--- src/rtl/fifo_param.sv ---
// fifo_param -- parameterised synchronous FIFO.
//
// Generic buffering primitive between pipeline stages and in issue/retire
// queues. Register-array storage of 2**ENTRIES_POW2 words, occupancy count,
// programmable almost-full/almost-empty flags, synchronous flush, standard or
// first-word-fall-through read, write-through when full, and sticky
// overflow/underflow error flags.
//
// Ports:
//   clk_i          rising-edge clock
//   reset_i        asynchronous active-high reset
//   flush_i        synchronous clear of contents and error flags
//   write_i        write request, data on write_data_i
//   read_i         read request (pop/acknowledge in FWFT mode)
//   read_data_o    read data
//   full_o         count == DEPTH
//   empty_o        count == 0
//   almost_full_o  count >= AF_THRESH
//   almost_empty_o count <= AE_THRESH
//   count_o        occupancy, 0..DEPTH
//   overflow_o     sticky: a write was rejected
//   underflow_o    sticky: a read was rejected
module fifo_param #(
    parameter int WIDTH        = 32,
    parameter int ENTRIES_POW2 = 3,
    parameter int FWFT         = 0,
    parameter int AF_THRESH    = (2 ** ENTRIES_POW2) - 1,
    parameter int AE_THRESH    = 1
) (
    input  logic                    clk_i,
    input  logic                    reset_i,
    input  logic                    flush_i,
    input  logic                    write_i,
    input  logic [WIDTH-1:0]        write_data_i,
    input  logic                    read_i,
    output logic [WIDTH-1:0]        read_data_o,
    output logic                    full_o,
    output logic                    empty_o,
    output logic                    almost_full_o,
    output logic                    almost_empty_o,
    output logic [ENTRIES_POW2:0]   count_o,
    output logic                    overflow_o,
    output logic                    underflow_o
);

    localparam int DEPTH = 2 ** ENTRIES_POW2;
    localparam int CW    = ENTRIES_POW2 + 1;
    localparam int PW    = ENTRIES_POW2;

    localparam logic [CW-1:0] DEPTH_C = CW'(DEPTH);
    localparam logic [CW-1:0] AF_C    = CW'(AF_THRESH);
    localparam logic [CW-1:0] AE_C    = CW'(AE_THRESH);
    localparam logic [PW-1:0] PTR_ONE = PW'(1);

    logic [WIDTH-1:0] mem [DEPTH];

    logic [PW-1:0]    wptr_reg;
    logic [PW-1:0]    rptr_reg;
    logic [CW-1:0]    count_reg;
    logic [CW-1:0]    count_next;
    logic             overflow_reg;
    logic             underflow_reg;
    logic [WIDTH-1:0] rdata_reg;

    logic             rd_acc;
    logic             wr_acc;
    logic             rd_en;
    logic             wr_en;

    // Acceptance is judged against the pre-edge state. A write into a full
    // FIFO goes through only when a read frees the head slot on the same edge.
    // Flush overrides both requests, so the enables are gated separately from
    // the acceptance terms that feed the error flags.
    always_comb begin
        rd_acc     = read_i & ~empty_o;
        wr_acc     = write_i & (~full_o | rd_acc);
        rd_en      = rd_acc & ~flush_i;
        wr_en      = wr_acc & ~flush_i;
        count_next = count_reg + {{(CW-1){1'b0}}, wr_en} - {{(CW-1){1'b0}}, rd_en};
    end

    always_ff @(posedge clk_i or posedge reset_i) begin
        if (reset_i) begin
            wptr_reg      <= '0;
            rptr_reg      <= '0;
            count_reg     <= '0;
            overflow_reg  <= 1'b0;
            underflow_reg <= 1'b0;
            rdata_reg     <= '0;
        end else if (flush_i) begin
            // rdata_reg deliberately keeps the last delivered word.
            wptr_reg      <= '0;
            rptr_reg      <= '0;
            count_reg     <= '0;
            overflow_reg  <= 1'b0;
            underflow_reg <= 1'b0;
        end else begin
            if (wr_en) begin
                wptr_reg <= wptr_reg + PTR_ONE;
            end
            if (rd_en) begin
                rptr_reg  <= rptr_reg + PTR_ONE;
                // Standard mode: this is the read data. FWFT mode: this
                // captures the popped head so it stays visible once empty.
                rdata_reg <= mem[rptr_reg];
            end
            count_reg <= count_next;
            if (write_i & ~wr_acc) begin
                overflow_reg <= 1'b1;
            end
            if (read_i & ~rd_acc) begin
                underflow_reg <= 1'b1;
            end
        end
    end

    // Storage carries no reset; its contents are meaningless until written.
    // On a write-through at full, wptr == rptr and the read above samples the
    // old word before this write lands.
    always_ff @(posedge clk_i) begin
        if (wr_en) begin
            mem[wptr_reg] <= write_data_i;
        end
    end

    generate
        if (FWFT != 0) begin : g_fwft
            assign read_data_o = empty_o ? rdata_reg : mem[rptr_reg];
        end else begin : g_std
            assign read_data_o = rdata_reg;
        end
    endgenerate

    assign count_o        = count_reg;
    assign empty_o        = (count_reg == '0);
    assign full_o         = (count_reg == DEPTH_C);
    assign almost_full_o  = (count_reg >= AF_C);
    assign almost_empty_o = (count_reg <= AE_C);
    assign overflow_o     = overflow_reg;
    assign underflow_o    = underflow_reg;

endmodule

--- config.mk ---
export PLATFORM = sky130hd
export DESIGN_NAME = fifo_param
export DESIGN_NICKNAME = d
export VERILOG_FILES = /design/src/rtl/fifo_param.sv
export SDC_FILE = /design/constraint.sdc
export NUM_CORES = 1
export LEC_CHECK = 0
export BUFFER_PORTS_ARGS = -buffer_cell sky130_fd_sc_hd__buf_2
export CORE_MARGIN = 4
export CORE_UTILIZATION = 29
export DETAILED_ROUTE_END_ITERATION = 12
export PLACE_DENSITY = 0.47
export SKIP_LAST_GASP = 1
export SLEW_MARGIN = 40
export SYNTH_ARGS = -nofsm -noshare
export SYNTH_HDL_FRONTEND = slang
export SYNTH_SLANG_ARGS = --single-unit
--- constraint.sdc ---
create_clock -name clk_i -period 5.9 [get_ports clk_i]
set_clock_uncertainty 0.2 [all_clocks]
set_input_delay 0.885 -clock clk_i [delete_from_list [all_inputs] [get_ports clk_i]]
set_output_delay 0.885 -clock clk_i [all_outputs]
set_load 0.01 [all_outputs]
# ---- Yosys cells after proc, flatten, opt, wreduce, memory -nomap -nowiden
# Memories as Yosys holds them, arrays and structs flattened. A register that Yosys moved wholly into a read port is not among the register bits.
# Cells that the tools add are included.
dict set report op_classes {
  n_addsub 4
  magnitude_cmp 2
  eq_ne 1
  muxes 11
  n_bitwise 12
  reduce_logical 6
}
# cell n
set op_table {}
lappend op_table {{$mux W3} 4}
lappend op_table {{$reduce_bool A2 Y1} 4}
lappend op_table {{$add A3 B1 Y3 const B} 2}
lappend op_table {{$and A1 B1 Y1} 6}
lappend op_table {{$mux W1} 6}
lappend op_table {{$not A1 Y1} 5}
lappend op_table {{$add A4 B1 Y4} 1}
lappend op_table {{$eq A4 B4 Y1 const B} 1}
lappend op_table {{$ge A4 B3 Y1 const B} 1}
lappend op_table {{$le A4 B1 Y1 const B} 1}
lappend op_table {{$logic_not A4 Y1} 1}
lappend op_table {{$mux W4} 1}
lappend op_table {{$sub A4 B1 Y4} 1}
lappend op_table {{$reduce_and A2 Y1} 1}
lappend op_table {{$or A1 B1 Y1} 1}
dict set report totals {
  register_bits 12
  ram_bits 256
  input_bits 37
  out_inout_bits 42
  memories 1
}
# name depth word_bits read_ports rd_ports_with_merged_regs wr line_no
set memory_table {}
lappend memory_table {mem 8 32 1 1 1 55} ;# logic [WIDTH-1:0] mem [DEPTH];

# ---- Longest topological paths before layout
# Gate-level depths: netlist of the first run.
dict set report depth {
  depth_word 9
  depth_mapped 14
}

# ---- Worst setup path after synthesis of the first run
# OpenSTA, ideal clock, no wires.
dict set report synth_path {
  kind {input-to-reg}
  from {in flush_i}
  to {mem mem[1][0] (enable)}
  arrival_time_ns 4.382
  path_slack_ns 0.817
  cell_stages 3
  path_buffers 2
  path_cell_list {clkbuf_1 > clkbuf_1 > nor4_1}
}
dict set report synth_between {
  elab_chain_len 4
}
# element line_no
set synth_lines {}
lappend synth_lines {{from (decl)} 32} ;# input logic flush_i,
lappend synth_lines {{$not A1 Y1 (no line)} -}
lappend synth_lines {{$and A1 B1 Y1} 78} ;# wr_en = wr_acc & ~flush_i;
lappend synth_lines {{$mux W1} 121} ;# if (wr_en) begin
lappend synth_lines {{$mux W1 (not written as such)} 122} ;# mem[wptr_reg] <= write_data_i;
lappend synth_lines {{to (decl)} 55}
# No other way between the ends.

# ---- Final worst setup path of the first run
dict set report layout_path {
  from {reg count_reg[3], in the netlist count_o[3]}
  to {reg count_reg[2], in the netlist count_o[2]}
}
dict set report layout_between {
  elab_chain_len 9
}
# element line_no
set layout_lines {}
lappend layout_lines {{from (decl)} 59} ;# logic [CW-1:0] count_reg;
lappend layout_lines {{from (signal assigned)} 107} ;# count_reg <= count_next;
lappend layout_lines {{$logic_not A4 Y1} 135} ;# assign empty_o = (count_reg == '0);
lappend layout_lines {{$not A1 Y1} 75} ;# rd_acc = read_i & ~empty_o;
lappend layout_lines {{$and A1 B1 Y1} 75}
lappend layout_lines {{$or A1 B1 Y1} 76} ;# wr_acc = write_i & (~full_o | rd_acc);
lappend layout_lines {{$and A1 B1 Y1} 76}
lappend layout_lines {{$and A1 B1 Y1} 78}
lappend layout_lines {{$add A4 B1 Y4} 79} ;# count_next = count_reg + {{(CW-1){1'b0}}, wr_en} - {{(CW-1){1'b0}}, rd_en};
lappend layout_lines {{$sub A4 B1 Y4 *} 79}
lappend layout_lines {{$mux W4 *} 90} ;# end else if (flush_i) begin
# Every way passes the cells marked *; elsewhere a longest branch is shown, timed or not.
# A chain may end at the register's enable or synchronous reset.

==> key figures, run 1 <==
Floorplanning
  • CORE AREA: roughly 40000 um2
  • Die area: 44300 um2
  • Die height: about 210 um
  • Initial core utilization: 0.297
  • Row Count: 73
  • I/O pin cnt: a little under 80
  • Die width: approximately 210 um

Power and ir drop
  • Power Density: roughly 420 nW/um2
  • Worst ir drop on vdd: about 0.00017 V
  • Cell leakage power: 4.92 nW

Clocking
  • CTS clk-pin slew, worst paths: ~0.06 ns
  • Cts repair resizes: 0
  • Post-CTS setup buffers: 0
  • Total CTS buffers: 31
  • Clk sinks: 300
  • Post-CTS Hold Buffers: 0
  • CTS tree: done
  • Root Driver: clkbuf_16
  • Max clock buf depth: 3
  • Clk_lat worst skew: between 0.5 and 0.6 ns
  • Htree depth: 1

STA
  • Fin. Hold Viols: 0
  • Max Clk Rate: 0.329 GHz
  • TNS Setup: 0 ns
  • Final min period: about 3.0 ns
  • Max Slew Vio Count: 0
  • # setup viols final: 0
  • Min Hold Slack: ~0.27 ns
  • Worst Tran Pin Value: roughly 0.66 ns
  • Crit share post-route: 0.515
  • Slew headroom: 0.559
  • RSZ-0062 raised after global routing: false

Setup path
  • WS Path Type: flip-flop to flip-flop
  • Worst setup EP type: flip-flop
  • RR Endpoint: count_o[2]
  • Worst Path Required: about 6.1 ns
  • Worst r2r path cells: 12
  • Largest fanout on the critical path: 36
  • Reg2reg setup slack: roughly 2.9 ns
  • CP startpoint kind: flip-flop
  • Crit path DAT: ~3.3 ns
  • Reg2reg start: count_o[3]

Routing
  • First drt pass iteration count: 4
  • Routed vias: ~6.1k
  • Vias per std cell: around 4.5
  • Routed WL: 25500 um
  • First DRT Iteration DRCs: 284
  • DRT antenna net count: 0
  • DRC Markers: 0
  • DR WL/cell: ~19 um

Cells and area
  • Fill count: about 3.8k
  • Register name with the most flops: mem
  • Register area: about 8800 um2
  • Area Overhead vs Synth: 16.7%
  • Fraction of layout cells with a size suffix above 1: 0.227
  • Max reg flops: 256
  • # nets final: 845
  • Footprint of the multi-input gates: approximately 2800 um2

Global routing
  • Largest net degree at the start of global routing: 75
  • Total global-route track usage: 0.112
  • Initial antenna violation count: 3
  • Vias in the first global route: 6140
  • Congestion Overflow GR: 0
  • First-pass GRT wire length: 38500 um

Synth
  • #FFs+latches synth: 300
  • Syn_nets: 752
  • Synth async-reset ratio: 0.147
  • Synth Instances: a little over 700
  • Mapped cell area: between 10000 and 15000 um2
  • Avg Cell Area, Syn: between 15 and 20 um2
  • Synth Flop Type: edfxtp_1
  • Post-synthesis cell type count: 40
  • Sequential share of the synthesized area: 0.739
  • EDFF count, synth: roughly 260
  • Synth warn: 0

Placement
  • DP Wirelength: about 14000 um
  • Port-buffer cells: between 70 and 80
  • Final GP Congestion: roughly 0.68

Hold path
  • Hold Path End: read_data_o[0]
  • Worst hold path startpoint: read_data_o[0]
  • Hold depth: 2
  • Hold Path Class: flip-flop to flip-flop

Outcome
  • Status: complete, no violations

Run
  • Max_cap viols: 0
==> cells in the mapped netlist (8+ instances only) <==
master / count / share of area
a22oi_1: 64 / 0.040
o21ai_2: 23 / 0.017
mux2i_1: 128 / 0.11
inv_1: 9 / 0.0028
buf_2: 10 / 0.0042
edfxtp_1: 256 / 0.65
ha_1: 10 / 0.011
a21oi_1: 8 / 0.0034
buf_6: 10 / 0.0095
nand2_1: 69 / 0.022
o21ai_1: 9 / 0.0038
dfrtp_1: 44 / 0.093
clkbuf_1: 8 / 0.0025
nor2_1: 12 / 0.0038
==> worst max path at each step <==
stage / from / endpoint / slack (ns)
final: count_o[3] / count_o[2] / 2.86
after global routing: count_o[2] / count_o[2] / 2.72
after CTS: count_o[2] / count_o[2] / 2.83
after detailed placement: flush_i / count_o[2] / 2.71
after global placement: flush_i / count_o[2] / 2.22
after floorplan: flush_i / mem[1][0] / 0.82
==> cell usage in the layout, fill, tap and decap left out, drive strengths merged, types with 3 or more instances in the layout <==
cell,synthesis,routed
clkbuf,10,47
nand3,3,3
nand2b,3,3
buf,29,99
nor2b,4,4
nor2,12,12
a21oi,8,8
clkinv,0,8
mux2i,128,128
inv,9,10
o21ai,33,33
a22oi,64,64
dfrtp,44,44
edfxtp,256,256
ha,10,10
nand2,72,72
==> routing by layer <==
layer  up-vias  track usage  share of wire
met4         4       0.0219          0.012
met1      3024        0.154           0.46
li1       2899            -              -
met2       102        0.187           0.48
met3        28       0.0240          0.050
met5         -            0        0.00082
==> report_power, final <==
part,switching (mW),internal [mW],leakage [nW]
Clock,0.765,1.12,0.488
Sequential,0.0906,2.48,2.87
Combinational,0.785,0.569,1.56
Total,1.64,4.16,4.92
==> kinds of logic after synthesis <==
logic type	count (synthesis)	synth area share
AO/OA/AOI/OAI	109	0.0675
buffers and inverters	48	0.0312
adder cells (fa/ha/maj)	11	0.0122
multiplexers	128	0.108
AND/OR/NAND/NOR	104	0.0393
flip-flops	300	0.739
XOR/XNOR	4	0.00295
==> critical path, cell delays in order (launching register included) <==
cell	delay, ns
dfrtp_1	0.40
inv_1	0.13
ha_1	0.22
or3b_4	0.44
nand3b_4	0.10
buf_12	0.21
inv_1	0.07
ha_1	0.27
inv_1	0.04
ha_1	0.20
fa_1	0.41
xnor2_1	0.17
nor2_1	0.06
==> final cells by class <==
cell class / instances / area share
diodes: 1 / 0.000180
clock buffers: 47 / 0.0638
clock inverters: 11 / 0.00784
inverters: 9 / 0.00243
multi-input cells: 356 / 0.202
flip-flops and latches: 300 / 0.633
well taps: 525 / 0.0473
repair buffers: 99 / 0.0436
==> metrics by stage <==
step                utilization  setup slack (ns)  instance area, um2  instances  total power [mW]
floorplan                     -             0.817               11900        704              3.64
detailed placement        0.321              2.71               12900       1289              4.01
global placement          0.320              2.22               12800       1286              3.98
CTS                       0.346              2.83               13900       1347              5.90
finish                    0.346              2.86               13900       1348              5.80
global route              0.346              2.72               13900       1347              6.12
Note: power is estimated with default switching activity, not from simulation.
==> run 2: changes to the inputs <==
PLACE_DENSITY = 0.49   (was 0.47)
clock period = 2.6 ns   (was 5.9 ns; I/O delays follow)
==> run 2 against run 1 <==
  * The run now ends with negative setup slack left
  * Non-clock buffer count increased by 70
  * Hold slack got worse by 0.24 ns
  * Die area unchanged
  * Power grew 130%
  * Global-route usage rose by 0.56 points
  * Cell area is 6.3% higher
  * Register-to-register slack worse by 2.9 ns
  * Sequential share of layout area down 3.8 points
  * Highest routed layer unchanged
==> key figures, run 2 (synthesized netlist as in run 1, its figures left out) <==
Power and ir drop
  • Worst ir drop on vdd: 0.000506 V
  • Cell leakage power: 5.28 nW
  • Power Density: ~900 nW/um2

Floorplanning
  • Row Count: 73
  • CORE AREA: ~40000 um2
  • Die width: around 210 um
  • Die height: approximately 210 um
  • Die area: between 40000 and 50000 um2
  • Initial core utilization: 0.297
  • I/O pin cnt: just under 80

Clocking
  • Clk_lat worst skew: 0.56 ns
  • Clk sinks: 300
  • Total CTS buffers: 31
  • Htree depth: 1
  • CTS tree: done
  • Root Driver: clkbuf_16
  • CTS clk-pin slew, worst paths: about 0.070 ns
  • Max clock buf depth: 3

Hold path
  • Hold Path Class: primary input to flip-flop
  • Hold depth: 4

Cells and area
  • Max reg flops: about 260
  • Antenna fix cells: 0
  • Final instance area: roughly 15000 um2
  • # nets final: around 920
  • Commonest non-fill, non-tap cell in the layout: edfxtp_1
  • Fill count: ~3.8k
  • Area Overhead vs Synth: 24.1%
  • Register name with the most flops: mem
  • Fraction of layout cells with a size suffix above 1: 0.271
  • Most frequent cells in the layout: edfxtp_1 (256), mux2i_1 (128), buf_2 (78)

Global routing
  • Congestion Overflow GR: 0
  • Grt peak-use layer: met2
  • Total global-route track usage: 0.118
  • Largest net degree at the start of global routing: 65
  • GR met3 Demand/Resource: 0.0180
  • Met2 GRT Util: 0.198
  • Vias in the first global route: roughly 6.7k
  • First-pass GRT wire length: 40800 um
  • Initial antenna violation count: 1
  • Met1 usage: 0.162

Setup path
  • Largest fanout on the critical path: 3
  • Worst r2r path cells: 11
  • Reg2reg start: count_o[3]
  • CP endpoint: count_o[1]
  • Worst Path Required: roughly 2.9 ns
  • Critical path startpoint: count_o[3]
  • CP startpoint kind: flip-flop
  • WS Path Type: flip-flop to flip-flop
  • RR Endpoint: count_o[1]
  • Reg2reg setup slack: -0.02 ns
  • Worst setup EP type: flip-flop
  • Crit path DAT: 2.92 ns

Routing
  • DR WL/cell: approximately 19 um
  • DRC Markers: 0
  • Routed vias: ~6.3k
  • First drt pass iteration count: 4
  • DRT antenna net count: 0
  • First DRT Iteration DRCs: around 360
  • Routed WL: about 26000 um
  • Vias per std cell: ~4.4

STA
  • Crit share post-route: 1.01
  • # setup viols final: 1
  • Setup ws final: -0.0213 ns
  • Worst Tran Pin Value: between 0.7 and 0.8 ns
  • RSZ-0062 raised after global routing: true
  • Max Clk Rate: 0.381 GHz
  • Max Slew Vio Count: 0
  • Slew headroom: 0.516
  • Fin. Hold Viols: 0
  • Final min period: around 2.6 ns

Placement
  • Final GP Congestion: ~0.70
  • Post-DP Area: 13300 um2
  • Port-buffer cells: 78
  • Setup WS pre-CTS: -0.0519 ns
  • DP Wirelength: 15900 um

Run
  • Max_cap viols: 0

Outcome
  • Failing checks: negative setup slack
  • Status: finished, violations left
-- run 2: metal layers --
metal | part of all wire | vias up
li1 | - | 3046
met1 | 0.45 | 3118
met2 | 0.48 | 99
met3 | 0.040 | 45
met4 | 0.021 | 2
met5 | 0.00027 | -
-- run 2: critical path, cell delays in order (launching register included) --
cell and delay [ns]:
dfrtp_1 0.41, inv_2 0.09, ha_4 0.14, buf_6 0.09, or3b_4 0.40, nand3b_4 0.12, inv_4 0.04, ha_4 0.25
inv_2 0.03, ha_4 0.15, fa_2 0.52, nor2b_4 0.12
-- run 2: layout make-up --
| class | instances | area (um2) | area share |
|---|---|---|---|
| Inverter | 9 | 38.8 | 0.00263 |
| Clock inverter | 26 | 158 | 0.0107 |
| Sequential cell | 300 | 8790 | 0.596 |
| Clock buffer | 32 | 779 | 0.0528 |
| Multi-Input combinational cell | 357 | 2930 | 0.198 |
| Timing Repair Buffer | 169 | 1410 | 0.0958 |
| Tap cell | 525 | 657 | 0.0445 |
-- run 2: power by group --
part | switching, mW | internal, mW
combinational | 1.88 | 1.54
sequential | 0.200 | 5.62
clock | 1.81 | 2.27
-- run 2: metrics by stage --
step	hold slack (ns)	std cells	util	setup TNS, ns	total power [mW]
floorplan	0.289	704	-	-18.55	8.35
global placement	0.257	1309	0.332	-0.0448	9.27
detailed placement	0.260	1311	0.333	-0.358	9.31
CTS	0.00601	1410	0.366	-0.216	13.5
global route	0.0373	1418	0.368	-0.207	14.1
finish	0.0316	1418	0.368	-0.0213	13.3
-- run 2: worst min path at each step --
stage / startpoint / to
after detailed placement: read_data_o[16] / read_data_o[16]
after floorplan: write_data_i[0] / mem[0][0]
final: read_i / underflow_o
after global routing: read_i / rptr_reg[1]
after CTS: read_i / underflow_o
after global placement: read_data_o[0] / read_data_o[0]
-- run 2: what timing repair did --
action,CTS,global route
hold buffers,34,0
gates resized for setup,1,4
pin swaps,4,5
gates cloned,1,0
endpoints found under the hold margin,274,0
setup endpoints to repair,63,54
buffers inserted,6,7
==> run 3: changes to the inputs <==
SKIP_LAST_GASP = default   (was 1)
==> run 3 against run 2 <==
  * The flow still finishes with violations (negative setup slack)
  * Critical path depth unchanged
  * Sequential cell count unchanged
  * Combinational power about the same
  * Sequential power about the same
  * Fmax down 0.17%
  * Via count about the same
  * Die area unchanged
  * Setup slack worse by 0.0045 ns
  * Sequential share of layout area about the same
  * Count of clock-buffer cells in the layout unchanged
  * Hold slack worse by 0.0018 ns
  * Largest cell class unchanged
==> key figures, run 3 (synthesized netlist as in run 1, its figures left out) <==
Outcome
  • Status: finished, violations left
  • Failing checks: negative setup slack

STA
  • Max Slew Vio Count: 0
  • Final min period: 2.63 ns
  • TNS Setup: -0.0258 ns
  • Setup ws final: -0.0258 ns
  • Slew headroom: 0.514
  • RSZ-0062 raised after global routing: true
  • Worst Tran Pin Value: 0.728 ns
  • Max Clk Rate: ~0.38 GHz
  • # setup viols final: 1
  • Fin. Hold Viols: 0
  • Crit share post-route: 1.01

Power and ir drop
  • Worst ir drop on vdd: between 0.0005 and 0.0006 V
  • Sw power: between 3 and 4 mW
  • Clk pwr share: 0.306
  • Share of power burned in combinational logic: 0.258
  • Sw Ratio: 0.292
  • P_int: roughly 9.4 mW
  • Power Density: approximately 900 nW/um2
  • Cell leakage power: 5.28 nW
  • Sequential power share: 0.436
  • Total Power: 13.3 mW

Floorplanning
  • Die area: between 40000 and 50000 um2
  • Initial core utilization: 0.297
  • Row Count: 73
  • Die height: between 200 and 250 um
  • CORE AREA: roughly 40000 um2
  • I/O pin cnt: 79
  • Die width: 211 um

Setup path
  • RR Endpoint: count_o[1]
  • Crit path max-delay family: adder cells
  • Most used cell, CP: ha_4
  • Reg2reg setup slack: -0.03 ns
  • WS Path Type: flip-flop to flip-flop
  • Crit path DAT: 2.93 ns
  • Worst Path Required: between 2 and 3 ns
  • CP bufs+invs: 4
  • Largest fanout on the critical path: 3
  • Worst setup EP type: flip-flop
  • Worst r2r path cells: 11
  • Critical path startpoint: count_o[3]
  • CP endpoint: count_o[1]
  • Largest stage delay, worst path: 0.52 ns
  • CP Cell Sequence: inv_2 > ha_4 > buf_6 > or3b_4 > nand3b_4 > inv_4 > ha_4 > inv_2 > ha_4 > fa_2 > nor2b_4
  • Reg2reg start: count_o[3]
  • Slowest CP cell: fa_2
  • CP startpoint kind: flip-flop
  • Levels on crit path: 11

Routing
  • Vias per std cell: roughly 4.5
  • DR WL/cell: around 19 um
  • DRT antenna net count: 0
  • First DRT Iteration DRCs: 339
  • DRC Markers: 0
  • First drt pass iteration count: 4
  • Routed WL: 26400 um
  • Routed vias: about 6.3k

Cells and area
  • Area Overhead vs Synth: 24.2%
  • Fill count: around 3.8k
  • Most frequent cells in the layout: edfxtp_1 (256), mux2i_1 (128), buf_2 (78)
  • Max reg flops: ~260
  • Post-Route Utilization: 0.368
  • # nets final: 916
  • Commonest non-fill, non-tap cell in the layout: edfxtp_1
  • Register name with the most flops: mem
  • Fraction of layout cells with a size suffix above 1: 0.272
  • Antenna fix cells: 0

Clocking
  • Clk sinks: 300
  • Clk_lat worst skew: between 0.5 and 0.6 ns
  • Total CTS buffers: 31
  • CTS tree: done
  • CTS clk-pin slew, worst paths: 0.06 ns
  • Htree depth: 1
  • Max clock buf depth: 3
  • Root Driver: clkbuf_16

Placement
  • Setup WS pre-CTS: -0.0519 ns
  • Port-buffer cells: slightly below 80
  • DP Wirelength: approximately 16000 um
  • Final GP Congestion: about 0.7

Global routing
  • Total global-route track usage: 0.118
  • Largest net degree at the start of global routing: between 60 and 70
  • Congestion Overflow GR: 0
  • First-pass GRT wire length: 40800 um
  • Initial antenna violation count: 1
  • Vias in the first global route: 6716

Run
  • Max_cap viols: 0

Hold path
  • Hold Path Class: primary input to flip-flop
run 3: cell counts in the layout (fill, tap and decap cells not counted):
No cell type changed its count.
run 3: cell type report:
type	instances	area, um2	area share
clock buffer	32	779	0.0528
clock inverter	26	158	0.0107
inverter	9	38.8	0.00263
multi-input combinational	357	2930	0.199
sequential	300	8790	0.595
tap	525	657	0.0445
timing repair buffer	169	1410	0.0957
run 3: how the worst min path moves through the flow:
stage / start / end / slack, ns / depth (start not counted)
final: read_i / underflow_o / 0.03 / 4
after global routing: read_i / rptr_reg[1] / 0.04 / 4
after CTS: read_i / underflow_o / 0.006 / 4
after detailed placement: read_data_o[16] / read_data_o[16] / 0.26 / 2
after global placement: read_data_o[0] / read_data_o[0] / 0.26 / 2
after floorplan: write_data_i[0] / mem[0][0] / 0.29 / 0
run 3: routing by layer:
metal | up-vias | GRT usage | share of wire
met5 | - | 0 | 0.00027
met4 | 2 | 0.0304 | 0.021
met3 | 46 | 0.0180 | 0.037
met2 | 94 | 0.198 | 0.48
met1 | 3122 | 0.162 | 0.46
li1 | 3049 | - | -
run 3: metrics by stage:
step / cells / hold WS, ns / cell area [um2]
2_1_floorplan: 704 / 0.289 / 12000
3_3_place_gp: 1309 / 0.257 / 13300
3_5_place_dp: 1311 / 0.260 / 13300
4_1_cts: 1410 / 0.00601 / 14700
5_1_grt: 1418 / 0.0373 / 14800
6_report: 1418 / 0.0298 / 14800
run 3: worst register-to-register path, stage by stage (launching register included):
cell	delay, ns
dfrtp_1	0.41
inv_2	0.09
ha_4	0.14
buf_6	0.09
or3b_4	0.40
nand3b_4	0.12
inv_4	0.04
ha_4	0.25
inv_2	0.03
ha_4	0.15
fa_2	0.52
nor2b_4	0.12
run 3: repair_timing:
action,CTS,global route
hold endpoints to repair,274,0
hold buffers,34,0
buffers inserted,6,7
gates cloned,1,0
endpoints found under the setup margin,63,57
pin swaps,4,8
gates resized for setup,2,4
run 3: power groups by stage:
stage | Sequential [mW] | Combinational, mW | Clock [mW]
after floorplan | 6.03 | 2.32 | 0
after detailed placement | 5.93 | 3.38 | 0
after CTS | 5.83 | 3.47 | 4.20
after global routing | 5.87 | 3.81 | 4.43
after global placement | 5.91 | 3.36 | 0
final | 5.82 | 3.44 | 4.08
